<file path="src/rtl/uart_file_loader_if.sv">
// Byte streams to/from the system UART and the word write port toward memory.
// master = loader side, slave = UART/memory side.
interface uart_file_loader_if #(
  parameter int unsigned ADDR_W = 32
);
  logic [7:0]        tx_data;
  logic              tx_valid;
  logic              tx_ready;
  logic [7:0]        rx_data;
  logic              rx_valid;
  logic              rx_ready;
  logic              mem_valid;
  logic [ADDR_W-1:0] mem_addr;
  logic [31:0]       mem_wdata;
  logic [3:0]        mem_wstrb;
  logic              mem_ready;

  modport master (
    output tx_data, tx_valid,
    input  tx_ready,
    input  rx_data, rx_valid,
    output rx_ready,
    output mem_valid, mem_addr, mem_wdata, mem_wstrb,
    input  mem_ready
  );

  modport slave (
    input  tx_data, tx_valid,
    output tx_ready,
    output rx_data, rx_valid,
    input  rx_ready,
    input  mem_valid, mem_addr, mem_wdata, mem_wstrb,
    output mem_ready
  );
endinterface

</file>
<file path="src/rtl/uart_file_loader.sv">
// Receives a file over the UART byte link and writes it to memory as
// little-endian 32-bit words starting at BASE_ADDR.
//
// state    | meaning
// S_IDLE   | waiting for start_i
// S_SEND   | offering the 0x02 "send file" command to the transmitter
// S_SIZE   | collecting the 4-byte little-endian file size
// S_DATA   | packing payload bytes into the word buffer
// S_WRITE  | holding a word write until mem_ready
// S_DONE   | one cycle before done_o rises
// S_ERROR  | one cycle before error_o rises (oversize file)
module uart_file_loader #(
  parameter int unsigned       ADDR_W    = 32,
  parameter logic [ADDR_W-1:0] BASE_ADDR = '0,
  parameter int unsigned       MAX_BYTES = 65536
) (
  input  logic                clk,
  input  logic                rst_n,
  input  logic                start_i,
  output logic                busy_o,
  output logic                done_o,
  output logic                error_o,
  output logic [31:0]         file_size_o,
  uart_file_loader_if.master  bus
);

  typedef enum logic [2:0] {
    S_IDLE, S_SEND, S_SIZE, S_DATA, S_WRITE, S_DONE, S_ERROR
  } state_t;

  state_t            state_q, state_d;
  logic [1:0]        size_cnt_q, size_cnt_d;
  logic [31:0]       file_size_q, file_size_d;
  logic [31:0]       rem_q, rem_d;
  logic [31:0]       wbuf_q, wbuf_d;
  logic [3:0]        strb_q, strb_d;
  logic [1:0]        lane_q, lane_d;
  logic [ADDR_W-1:0] addr_q, addr_d;
  logic              busy_q, busy_d;
  logic              done_q, done_d;
  logic              error_q, error_d;
  logic [31:0]       size_full;

  always_ff @(posedge clk or negedge rst_n) begin
    if (!rst_n) begin
      state_q     <= S_IDLE;
      size_cnt_q  <= '0;
      file_size_q <= '0;
      rem_q       <= '0;
      wbuf_q      <= '0;
      strb_q      <= '0;
      lane_q      <= '0;
      addr_q      <= '0;
      busy_q      <= 1'b0;
      done_q      <= 1'b0;
      error_q     <= 1'b0;
    end else begin
      state_q     <= state_d;
      size_cnt_q  <= size_cnt_d;
      file_size_q <= file_size_d;
      rem_q       <= rem_d;
      wbuf_q      <= wbuf_d;
      strb_q      <= strb_d;
      lane_q      <= lane_d;
      addr_q      <= addr_d;
      busy_q      <= busy_d;
      done_q      <= done_d;
      error_q     <= error_d;
    end
  end

  always_comb begin
    state_d     = state_q;
    size_cnt_d  = size_cnt_q;
    file_size_d = file_size_q;
    rem_d       = rem_q;
    wbuf_d      = wbuf_q;
    strb_d      = strb_q;
    lane_d      = lane_q;
    addr_d      = addr_q;
    busy_d      = busy_q;
    done_d      = done_q;
    error_d     = error_q;
    size_full   = {bus.rx_data, file_size_q[23:0]};

    case (state_q)
      S_IDLE: begin
        if (start_i) begin
          state_d     = S_SEND;
          busy_d      = 1'b1;
          done_d      = 1'b0;
          error_d     = 1'b0;
          addr_d      = BASE_ADDR;
          size_cnt_d  = '0;
          file_size_d = '0;
          lane_d      = '0;
          wbuf_d      = '0;
          strb_d      = '0;
        end
      end
      S_SEND: begin
        if (bus.tx_ready) state_d = S_SIZE;
      end
      S_SIZE: begin
        if (bus.rx_valid) begin
          file_size_d[{size_cnt_q, 3'b000} +: 8] = bus.rx_data;
          size_cnt_d = size_cnt_q + 2'd1;
          if (size_cnt_q == 2'd3) begin
            rem_d = size_full;
            if (size_full == 32'd0)            state_d = S_DONE;
            else if (size_full > MAX_BYTES)    state_d = S_ERROR;
            else                               state_d = S_DATA;
          end
        end
      end
      S_DATA: begin
        if (bus.rx_valid) begin
          wbuf_d[{lane_q, 3'b000} +: 8] = bus.rx_data;
          strb_d[lane_q] = 1'b1;
          lane_d = lane_q + 2'd1;
          rem_d  = rem_q - 32'd1;
          if (lane_q == 2'd3 || rem_q == 32'd1) state_d = S_WRITE;
        end
      end
      S_WRITE: begin
        if (bus.mem_ready) begin
          // Clearing the buffer keeps unwritten lanes of a final partial word at zero.
          addr_d  = addr_q + ADDR_W'(4);
          lane_d  = '0;
          wbuf_d  = '0;
          strb_d  = '0;
          state_d = (rem_q != 32'd0) ? S_DATA : S_DONE;
        end
      end
      S_DONE: begin
        busy_d  = 1'b0;
        done_d  = 1'b1;
        state_d = S_IDLE;
      end
      S_ERROR: begin
        busy_d  = 1'b0;
        error_d = 1'b1;
        state_d = S_IDLE;
      end
      default: state_d = S_IDLE;
    endcase
  end

  // Valid/ready outputs depend only on registered state, never on the peer's handshake input.
  assign bus.tx_valid  = (state_q == S_SEND);
  assign bus.tx_data   = (state_q == S_SEND) ? 8'h02 : 8'h00;
  assign bus.rx_ready  = (state_q == S_SIZE) || (state_q == S_DATA);
  assign bus.mem_valid = (state_q == S_WRITE);
  assign bus.mem_addr  = addr_q;
  assign bus.mem_wdata = wbuf_q;
  assign bus.mem_wstrb = strb_q;

  assign busy_o      = busy_q;
  assign done_o      = done_q;
  assign error_o     = error_q;
  assign file_size_o = file_size_q;

endmodule

</file>
<file path="src/flat_wrapper.sv">
// flat-port wrapper written by rule: the top's interface ports become plain ports
module uart_file_loader_flat 
#(
  parameter int unsigned       ADDR_W    = 32,
  parameter logic [ADDR_W-1:0] BASE_ADDR = '0,
  parameter int unsigned       MAX_BYTES = 65536
)
  (clk, rst_n, start_i, busy_o, done_o, error_o, file_size_o, bus_tx_data, bus_tx_valid, bus_tx_ready, bus_rx_data, bus_rx_valid, bus_rx_ready, bus_mem_valid, bus_mem_addr, bus_mem_wdata, bus_mem_wstrb, bus_mem_ready);
  uart_file_loader_if #(.ADDR_W(ADDR_W)) bus_i ();
  input  logic clk;
  input  logic rst_n;
  input  logic start_i;
  output logic busy_o;
  output logic done_o;
  output logic error_o;
  output logic [31:0] file_size_o;
  output wire logic [$bits(bus_i.tx_data)-1:0] bus_tx_data;
  output wire logic [$bits(bus_i.tx_valid)-1:0] bus_tx_valid;
  input wire logic [$bits(bus_i.tx_ready)-1:0] bus_tx_ready;
  input wire logic [$bits(bus_i.rx_data)-1:0] bus_rx_data;
  input wire logic [$bits(bus_i.rx_valid)-1:0] bus_rx_valid;
  output wire logic [$bits(bus_i.rx_ready)-1:0] bus_rx_ready;
  output wire logic [$bits(bus_i.mem_valid)-1:0] bus_mem_valid;
  output wire logic [$bits(bus_i.mem_addr)-1:0] bus_mem_addr;
  output wire logic [$bits(bus_i.mem_wdata)-1:0] bus_mem_wdata;
  output wire logic [$bits(bus_i.mem_wstrb)-1:0] bus_mem_wstrb;
  input wire logic [$bits(bus_i.mem_ready)-1:0] bus_mem_ready;
  assign bus_tx_data = bus_i.tx_data;
  assign bus_tx_valid = bus_i.tx_valid;
  assign bus_i.tx_ready = bus_tx_ready;
  assign bus_i.rx_data = bus_rx_data;
  assign bus_i.rx_valid = bus_rx_valid;
  assign bus_rx_ready = bus_i.rx_ready;
  assign bus_mem_valid = bus_i.mem_valid;
  assign bus_mem_addr = bus_i.mem_addr;
  assign bus_mem_wdata = bus_i.mem_wdata;
  assign bus_mem_wstrb = bus_i.mem_wstrb;
  assign bus_i.mem_ready = bus_mem_ready;
  uart_file_loader #(.ADDR_W(ADDR_W), .BASE_ADDR(BASE_ADDR), .MAX_BYTES(MAX_BYTES)) u_core (.clk(clk), .rst_n(rst_n), .start_i(start_i), .busy_o(busy_o), .done_o(done_o), .error_o(error_o), .file_size_o(file_size_o), .bus(bus_i));
endmodule
</file>
<file path="config.mk">
export PLATFORM = sky130hd
export DESIGN_NAME = uart_file_loader_flat
export DESIGN_NICKNAME = d
export VERILOG_FILES = /design/src/rtl/uart_file_loader_if.sv /design/src/rtl/uart_file_loader.sv /design/src/flat_wrapper.sv
export SDC_FILE = /design/constraint.sdc
export NUM_CORES = 1
export LEC_CHECK = 0
export BUFFER_PORTS_ARGS = -buffer_cell sky130_fd_sc_hd__buf_2
export CAP_MARGIN = 10
export CORE_MARGIN = 2
export CORE_UTILIZATION = 50
export DETAILED_ROUTE_END_ITERATION = 12
export GPL_ROUTABILITY_DRIVEN = 1
export PLACE_DENSITY = 0.82
export SYNTH_ARGS = -nofsm -noshare
export SYNTH_HDL_FRONTEND = slang
export SYNTH_SLANG_ARGS = --single-unit
</file>
<file path="constraint.sdc">
create_clock -name clk -period 6.8 [get_ports clk]
set_clock_uncertainty 0.05 [all_clocks]
set_input_delay 1.02 -clock clk [delete_from_list [all_inputs] [get_ports clk]]
set_output_delay 1.02 -clock clk [all_outputs]
set_load 0.01 [all_outputs]
</file>
Word level (Yosys, flattened, before mapping):

Cells that the tools add are included.

* $add $sub $neg: 6
* $lt $le $gt $ge: 3
* equal/unequal tests: 16
* shifts and indexed selects: 4
* mux-type cells: 43
* bitwise logic cells: 1
* reductions and logical operators: 22

Operators by type and width (count)
* $mux 32: 8
* $pmux 32 s2: 3
* $pmux 32 s3: 1
* $bwmux 32: 2
* $shift 8x7->32 const A: 2
* $shiftx 8x7->32: 2
* $add 32x3->32 const B: 1
* $eq 32x1->1 const B: 1
* $gt 32x17->1 const B: 1
* $logic_not 32->1: 1
* $reduce_bool 32->1: 1
* $sub 32x1->32 const B: 1
* $mux 3: 10
* $pmux 3 s5: 1
* $neg 5->7: 2
* $mux 4: 3
* $pmux 4 s3: 1
* $reduce_bool 2->1: 6
* $mux 2: 5
* $eq 3x3->1 const B: 3
* $ne 2x1->1 const B: 4
* $reduce_and 4->1: 2
* $reduce_and 7->1: 1
* $eq 3x2->1 const B: 2
* 19 further kinds: 31

* bits in registers: 142
* output and inout bits: 114
* word-level logic and storage cells: 106

Depth between registers and ports, before layout:

Gate-level depths: netlist of run 1.

* depth after elaboration: 7
* depth in mapped cells: 9
* gate-level depth less buffers: 7

Least setup slack after synthesis of run 1:

Ideal clock, no wire load.

* path type: in2reg
* from: input start_i
* to: register u_core.wbuf_q[0], in the netlist u_core.bus.mem_wdata[0]
* library setup time: 0.080 ns
* data arrival time: 2.802 ns
* data required time: 6.670 ns
* path slack: 3.868 ns
* stages on the path: 8
* buffers on the path: 3
* cell sequence: or3b_2 -> clkbuf_1 -> a21oi_1 -> a21o_1 -> clkbuf_1 -> a21o_1 -> clkbuf_1 -> mux2i_1

* word-level cells in the longest chain between the ends: 2

RTL lines
* from (decl): RTL line flat_wrapper.sv:12 `input logic start_i;`
* $ne 2x2->1 (no line)
* $reduce_and 4->1 (no line)
* to (signal assigned): RTL line uart_file_loader.sv:62 `wbuf_q <= wbuf_d;`
* to (decl): RTL line uart_file_loader.sv:35 `logic [31:0] wbuf_q, wbuf_d;`

Every way passes these cells.
A chain may end at the register's enable or synchronous reset.

Worst setup path after layout of run 1:

* from: register u_core.state_q[0]
* to: output bus_tx_data[1]

* word-level cells in the longest chain between the ends: 2

RTL lines
* from (decl): RTL line uart_file_loader.sv:31 `state_t state_q, state_d;`
* from (signal assigned): RTL line uart_file_loader.sv:58 `state_q <= state_d;`
* $eq 3x1->1: RTL line uart_file_loader.sv:151 `assign bus.tx_data = (state_q == S_SEND) ? 8'h02 : 8'h00;`
* $mux 2: RTL line uart_file_loader.sv:151
* to (decl): RTL line flat_wrapper.sv:17 `output wire logic [$bits(bus_i.tx_data)-1:0] bus_tx_data;`

Every way passes these cells.

==> results of run 1 <==
## worst max-delay path, cell delays in order, from the launching register on
cell and delay (ps):
dfrtp_1 660, inv_1 260, nor3_1 380, buf_2 220
## cell type report
type	instances	area share, %
Sequential cell	140	40.8
Multi-Input combinational cell	537	39.7
Clock inverter	10	1.63
Clock buffer	21	5.37
Tap cell	184	2.68
Inverter	39	1.71
Timing Repair Buffer	131	8.07
## cells in the final DEF, fill, tap and decap left out, types with 6 or more instances in the layout
cell type / n
xnor2_1: 6
nor3_1: 23
buf_4: 12
o22a_1: 7
mux2i_1: 31
or3_1: 16
clkbuf_16: 17
nor2_1: 61
buf_2: 117
nor4_1: 21
nand2_1: 72
o211ai_1: 8
nand4_1: 18
inv_1: 39
and3_1: 7
a21oi_1: 44
nand3_1: 30
conb_1: 9
ha_1: 12
a22o_1: 35
xor2_1: 20
dfrtp_1: 140
o21ai_0: 23
## worst min-delay path by stage
stage                             endpoint  slack, ps                    from  cells past startpoint
global placement    u_core.file_size_o[27]        430  u_core.file_size_o[27]                      1
finish              u_core.file_size_o[31]        450  u_core.file_size_o[31]                      1
global route        u_core.file_size_o[28]        470  u_core.file_size_o[28]                      1
CTS                 u_core.file_size_o[31]        450  u_core.file_size_o[31]                      1
floorplan                 u_core.rem_q[23]        400        u_core.rem_q[23]                      2
detailed placement  u_core.file_size_o[26]        430  u_core.file_size_o[26]                      1
## where the power goes
part | total (mW) | internal [mW] | switching [mW]
logic | 1.22 | 0.482 | 0.740
registers | 1.31 | 1.05 | 0.256
clock network | 0.951 | 0.594 | 0.357
total | 3.48 | 2.13 | 1.35
## through the flow
step / area (um2) / setup WS (ps) / utilization (%) / instances
floorplan: 7300 / 3870 / - / 775
global placement: 7970 / 3730 / 55.5 / 1030
detailed placement: 7970 / 3700 / 55.5 / 1030
CTS: 8570 / 3830 / 59.7 / 1061
global route: 8580 / 3730 / 59.7 / 1062
finish: 8580 / 3790 / 59.7 / 1062
## state kept, by name, indices dropped and copies added, names as in the netlist, 2 cells and up
signal	cells
u_core.bus.mem_addr	30
u_core.bus.mem_wdata	32
u_core.bus.mem_wstrb	4
u_core.file_size_o	32
u_core.lane_q	2
u_core.rem_q	32
u_core.size_cnt_q	2
u_core.state_q	3
## kinds of logic (layout without fill, tap and decap cells)
family / count (synthesis) / in the layout / share of synthesized area (%)
adders and majority gates: 12 / 12 / 2.07
DFF: 140 / 140 / 48.2
AOI/OAI and AO/OA: 168 / 168 / 15.9
and+or+nand+nor: 287 / 287 / 20.0
muxes: 35 / 35 / 4.94
buffers and inverters: 98 / 201 / 5.61
xor gates and xnor gates: 26 / 26 / 3.13
other: 1 / 9 / 0.0516
## routing by layer
| layer | up-vias | part of all wire (%) | global-route usage [%] |
|---|---|---|---|
| met5 | - | 0 | 0 |
| met4 | 0 | 2.7 | 10.0 |
| met1 | 3125 | 45 | 36.0 |
| li1 | 2952 | - | - |
| met2 | 291 | 45 | 37.1 |
| met3 | 44 | 6.8 | 5.28 |
==> reports/metrics.yaml, run 1 <==
global_route:
  grt_pass1_vias: 5777
  grt_max_degree: 75
  track_usage_pct: 25.0
  grt-ovfl-total: 0
  grt_pass1_wl_um: 31100
  grt_antenna_before_repair: 0
floorplan:
  die_area_mm2: 0.0155
  rows: 44
  start_util_pct: 50.6
  pin_count: 128
  core-area_mm2: 0.0144
  die_w_um: 125
  die_height_um: 125
run:
  drv_cap: 0
critical_path:
  crit_end: "bus_tx_data[1]"
  cp.required_ps: 5730
  reg2reg_from: "u_core.rem_q[17]"
  startpoint_type: "flip-flop"
  worstPathArrival_ps: 1940
  cp_max_fo: 17
  ff2ff_path_depth: 5
  path_class: "flip-flop to primary output"
  reg2reg_to: "u_core.state_q[0]"
  end_kind: "primary output"
  cp-startpoint: "u_core.state_q[0]"
  rrSetupSlack_ps: 3900
clocking:
  hold_buffers: 0
  clock_path_buffers: 2
  postCtsSetupBuffers: 0
  worst_skew_pair.late_latency_ps: 430
  htreeDepth: 4
  cts_resized: 0
  clkSinkCount: 140
  ctsRootBufferMaster: "clkbuf_16"
  path_clk_slew_ps: 60
  cts_buffers: 17
  cts_tree: "yes"
detailed_routing:
  drt_first_pass_iters: 6
  wl_per_cell_um: 18.0
  first_iter_violations: 581
  num_vias: 6412
  detail_route.drc_violations: 0
  vias_per_cell: 6.04
  drt_wl_total_um: 19100
  ant_nets: 0
finish:
  drive_above_1_share_pct: 20.3
  syn_to_final_growth_pct: 18.0
  num-nets-final: 892
  seqCellArea_mm2: 0.00350
  multiInputGateArea_mm2: 0.00340
  antenna_cells: 0
  fillers: 1201
logic_synthesis:
  synth_area_mm2: 0.00727
  async_flop_share_pct: 100
  ys_seq_area_share_pct: 48.2
  syn_avg_cell_area_um2: 9.47
  ys_ff_latch: 140
  synthFlopType: "dfrtp_1"
  yosysTopAreaCell: "dfrtp_1"
  synth_common_cells: "140 x dfrtp_1, 72 x nand2_1, 62 x nor2_1"
  synthTopCellsByArea: "dfrtp_1 48%, mux2i_1 4.3%, a22o_1 4.2%"
  yosysMostFrequentCell: "dfrtp_1"
  synth_edf_count: 0
  synth_top_area_share_pct: 48.2
  yosys_warnings: 0
  synth_cell_types: 63
  netlist_instances: 767
sta:
  finalHoldViolCount: 0
  max_freq_ghz: 0.332
  setup-violations-final: 0
  rsz0062_at_grt: "no"
  worstMarginPinSlew_ps: 1250
  fin_crit_sh_pct: 44.3
  hold_ws_ps: 448
  maxSlewHeadroom_pct: 15.6
  drv_slew: 0
  period_needed_ps: 3010
  setup_tns_ps: 0
power_and_ir_drop:
  ir_worst_vdd_mv: 0.277
  power.density_mw_per_mm2: 406
  leakage_nw: 4.09
  p_total_mw: 3.48
worst_hold_path:
  hold_path.class: "flip-flop to flip-flop"
placement:
  io_buffers: 118
  gp_congestion: 0.910
  hpwl_um: 12500
status:
  outcome: "finished clean"
Note: power is estimated with default switching activity, not from simulation.
==> inputs of run 2 (changes only) <==
PLACE_DENSITY = 0.84   (was 0.82)
clock period = 2.7 ns   (was 6.8 ns; I/O delays follow)
==> run 2 against run 1 <==
  * Wire length rose by 7.0%
  * Final area rose by 3.9%
  * Power rose to 2.6 times the previous value
  * First-iteration DRC count increased by 14%
  * Die area is the same
  * Via count up 3.9%
  * Largest power group is now combinational logic
  * Core utilization rose by 2.3 points
  * Combinational power rose to 2.8 times the previous value
  * Worst hold slack lost 230 ps
  * Sequential share of layout area down 1.5 points
  * Setup slack got worse by 3600 ps
==> reports/metrics.yaml, run 2 (synthesized netlist as in run 1, its figures left out) <==
floorplan:
  start_util_pct: 50.6  # unchanged
  rows: 44  # unchanged
  die_height_um: 125  # unchanged
  die_w_um: 125  # unchanged
  pin_count: 128  # unchanged
  core-area_mm2: 0.0144  # unchanged
  die_area_mm2: 0.0155  # unchanged
critical_path:
  cp_max_fo: 6  # was 17
  reg2reg_from: "u_core.rem_q[17]"  # unchanged
  startpoint_type: "flip-flop"  # unchanged
  slowest_stage: "or4_1"  # was dfrtp_1
  cp.required_ps: 2960  # was 5730 ps
  critPathMaxStageDelay_ps: 560  # was 660 ps
  cp-startpoint: "u_core.rem_q[17]"  # was u_core.state_q[0]
  end_kind: "flip-flop"  # was primary output
  worstPathArrival_ps: 2830  # was 1940 ps
  worstPathCellList: "or4_1, or3_1, or4_4, a21o_1, mux2_4"  # was inv_1, nor3_1, buf_2
  ff2ff_path_depth: 5  # unchanged
  path_class: "flip-flop to flip-flop"  # was flip-flop to primary output
  reg2reg_to: "u_core.state_q[0]"  # unchanged
  rrSetupSlack_ps: 140  # was 3900 ps
worst_hold_path:
  hold-path-endpoint: "u_core.bus.mem_addr[2]"  # was u_core.file_size_o[31]
  whs_path_depth: 3  # was 1
  hold_path.class: "input pin to flip-flop"  # was flip-flop to flip-flop
  min_from: "bus_mem_ready"  # was u_core.file_size_o[31]
global_route:
  grt_pass1_vias: 6443  # was 5777
  grt_busiest_layer: "met2"  # unchanged
  grt_use_met2_pct: 42.2  # was 37.1%
  grt_antenna_before_repair: 0  # unchanged
  grt_use_met3_pct: 5.33  # was 5.28%
  grt_pass1_wl_um: 33200  # was 31100 um
  grt-ovfl-total: 0  # unchanged
  track_usage_pct: 26.5  # was 25.0%
  grt_max_degree: 57  # was 75
  grtUsageMet1_pct: 35.2  # was 36.0%
finish:
  final_cells: 1094  # was 1062
  num-nets-final: 923  # was 892
  layout_common_cells: "140 x dfrtp_1, 117 x buf_2, 72 x nand2_1"  # unchanged
  final_common_cell: "dfrtp_1"  # unchanged
  final_util_pct: 62.0  # was 59.7%
  antenna_cells: 0  # unchanged
  drive_above_1_share_pct: 23.3  # was 20.3%
  syn_to_final_growth_pct: 22.6  # was 18.0%
status:
  outcome: "finished clean"  # unchanged
detailed_routing:
  detail_route.drc_violations: 0  # unchanged
  ant_nets: 0  # unchanged
  vias_per_cell: 6.09  # was 6.04
  num_vias: 6665  # was 6412
  drt_first_pass_iters: 7  # was 6
  first_iter_violations: 662  # was 581
  drt_wl_total_um: 20500  # was 19100 um
  wl_per_cell_um: 18.7  # was 18.0 um
placement:
  dpl.cell_count: 1061  # was 1030
  io_buffers: 118  # unchanged
  hpwl_um: 13400  # was 12500 um
  gp_congestion: 0.947  # was 0.910
sta:
  period_needed_ps: 2560
  max_freq_ghz: 0.390
  drv_slew: 0  # unchanged
  finalHoldViolCount: 0  # unchanged
  fin_crit_sh_pct: 94.9
  hold_ws_ps: 220  # was 448 ps
  rsz0062_at_grt: "no"  # unchanged
  worstMarginPinSlew_ps: 1040  # was 1250 ps
  maxSlewHeadroom_pct: 31.0  # was 15.6%
  setup-violations-final: 0  # unchanged
  setup_tns_ps: 0  # unchanged
clocking:
  htreeDepth: 4  # unchanged
  ctsRootBufferMaster: "clkbuf_16"  # unchanged
  postCtsSetupBuffers: 0  # unchanged
  worst_skew_pair.late_latency_ps: 430  # about the same
  cts_buffers: 17  # unchanged
  path_clk_slew_ps: 60  # about the same
  clock_path_buffers: 2  # unchanged
  cts_tree: "yes"  # unchanged
  clkSinkCount: 140  # unchanged
run:
  drv_cap: 0  # unchanged
power_and_ir_drop:
  leakage_nw: 4.29  # was 4.09 nW
  ir_worst_vdd_mv: 0.793  # was 0.277 mV
  power.density_mw_per_mm2: 1030  # was 406 mW/mm2
-- run 2: through the flow --
step	cell area (um2)	setup WS (ps)	power, mW
after floorplan	7300	31.2	5.32
after CTS	8900	161	9.10
after global routing	8910	63.5	9.66
final	8910	138	9.17
after detailed placement	8240	178	6.50
after global placement	8240	201	6.40
-- run 2: worst max-delay path, delay by kind of cell (launching register included) --
| kind | cells | cell delay [ps] |
|---|---|---|
| simple gates | 3 | 1460 |
| flops | 1 | 410 |
| mux | 1 | 300 |
| compound gates | 1 | 220 |
-- run 2: area by class of cell --
type	instances	area (um2)
timing repair buffer	162	967
clock inverter	12	185
clock buffer	20	467
multi-input combinational	537	3410
fill	1117	5460
tap	184	230
sequential	140	3500
inverter	39	146
-- run 2: worst max path at each step --
stage                     cells past startpoint                end  slack, ps
after global routing                          6   u_core.rem_q[25]         60
final                                         5  u_core.state_q[0]        140
after detailed placement                      5  u_core.state_q[0]        180
after floorplan                               7  u_core.state_q[0]         30
after global placement                        5  u_core.state_q[0]        200
after CTS                                     5  u_core.state_q[0]        160
-- run 2: timing repair --
action,CTS,global route
endpoints found under the hold margin,52,0
setup endpoints to repair,0,1
resized for setup,0,1
hold buffers,1,0
-- run 2: metal layers --
layer / part of all wire [%] / up-vias
met5: 0 / -
met4: 3.5 / 0
met3: 7.9 / 60
met2: 47 / 365
met1: 41 / 3238
li1: - / 3002
-- run 2: power breakdown --
| group | internal [mW] | total [mW] | leakage, nW | switching, mW |
|---|---|---|---|---|
| Clock | 1.63 | 2.55 | 0.311 | 0.926 |
| Combinational | 1.36 | 3.36 | 2.10 | 1.99 |
| Sequential | 2.65 | 3.25 | 1.88 | 0.600 |
| Total | 5.65 | 9.17 | 4.29 | 3.52 |
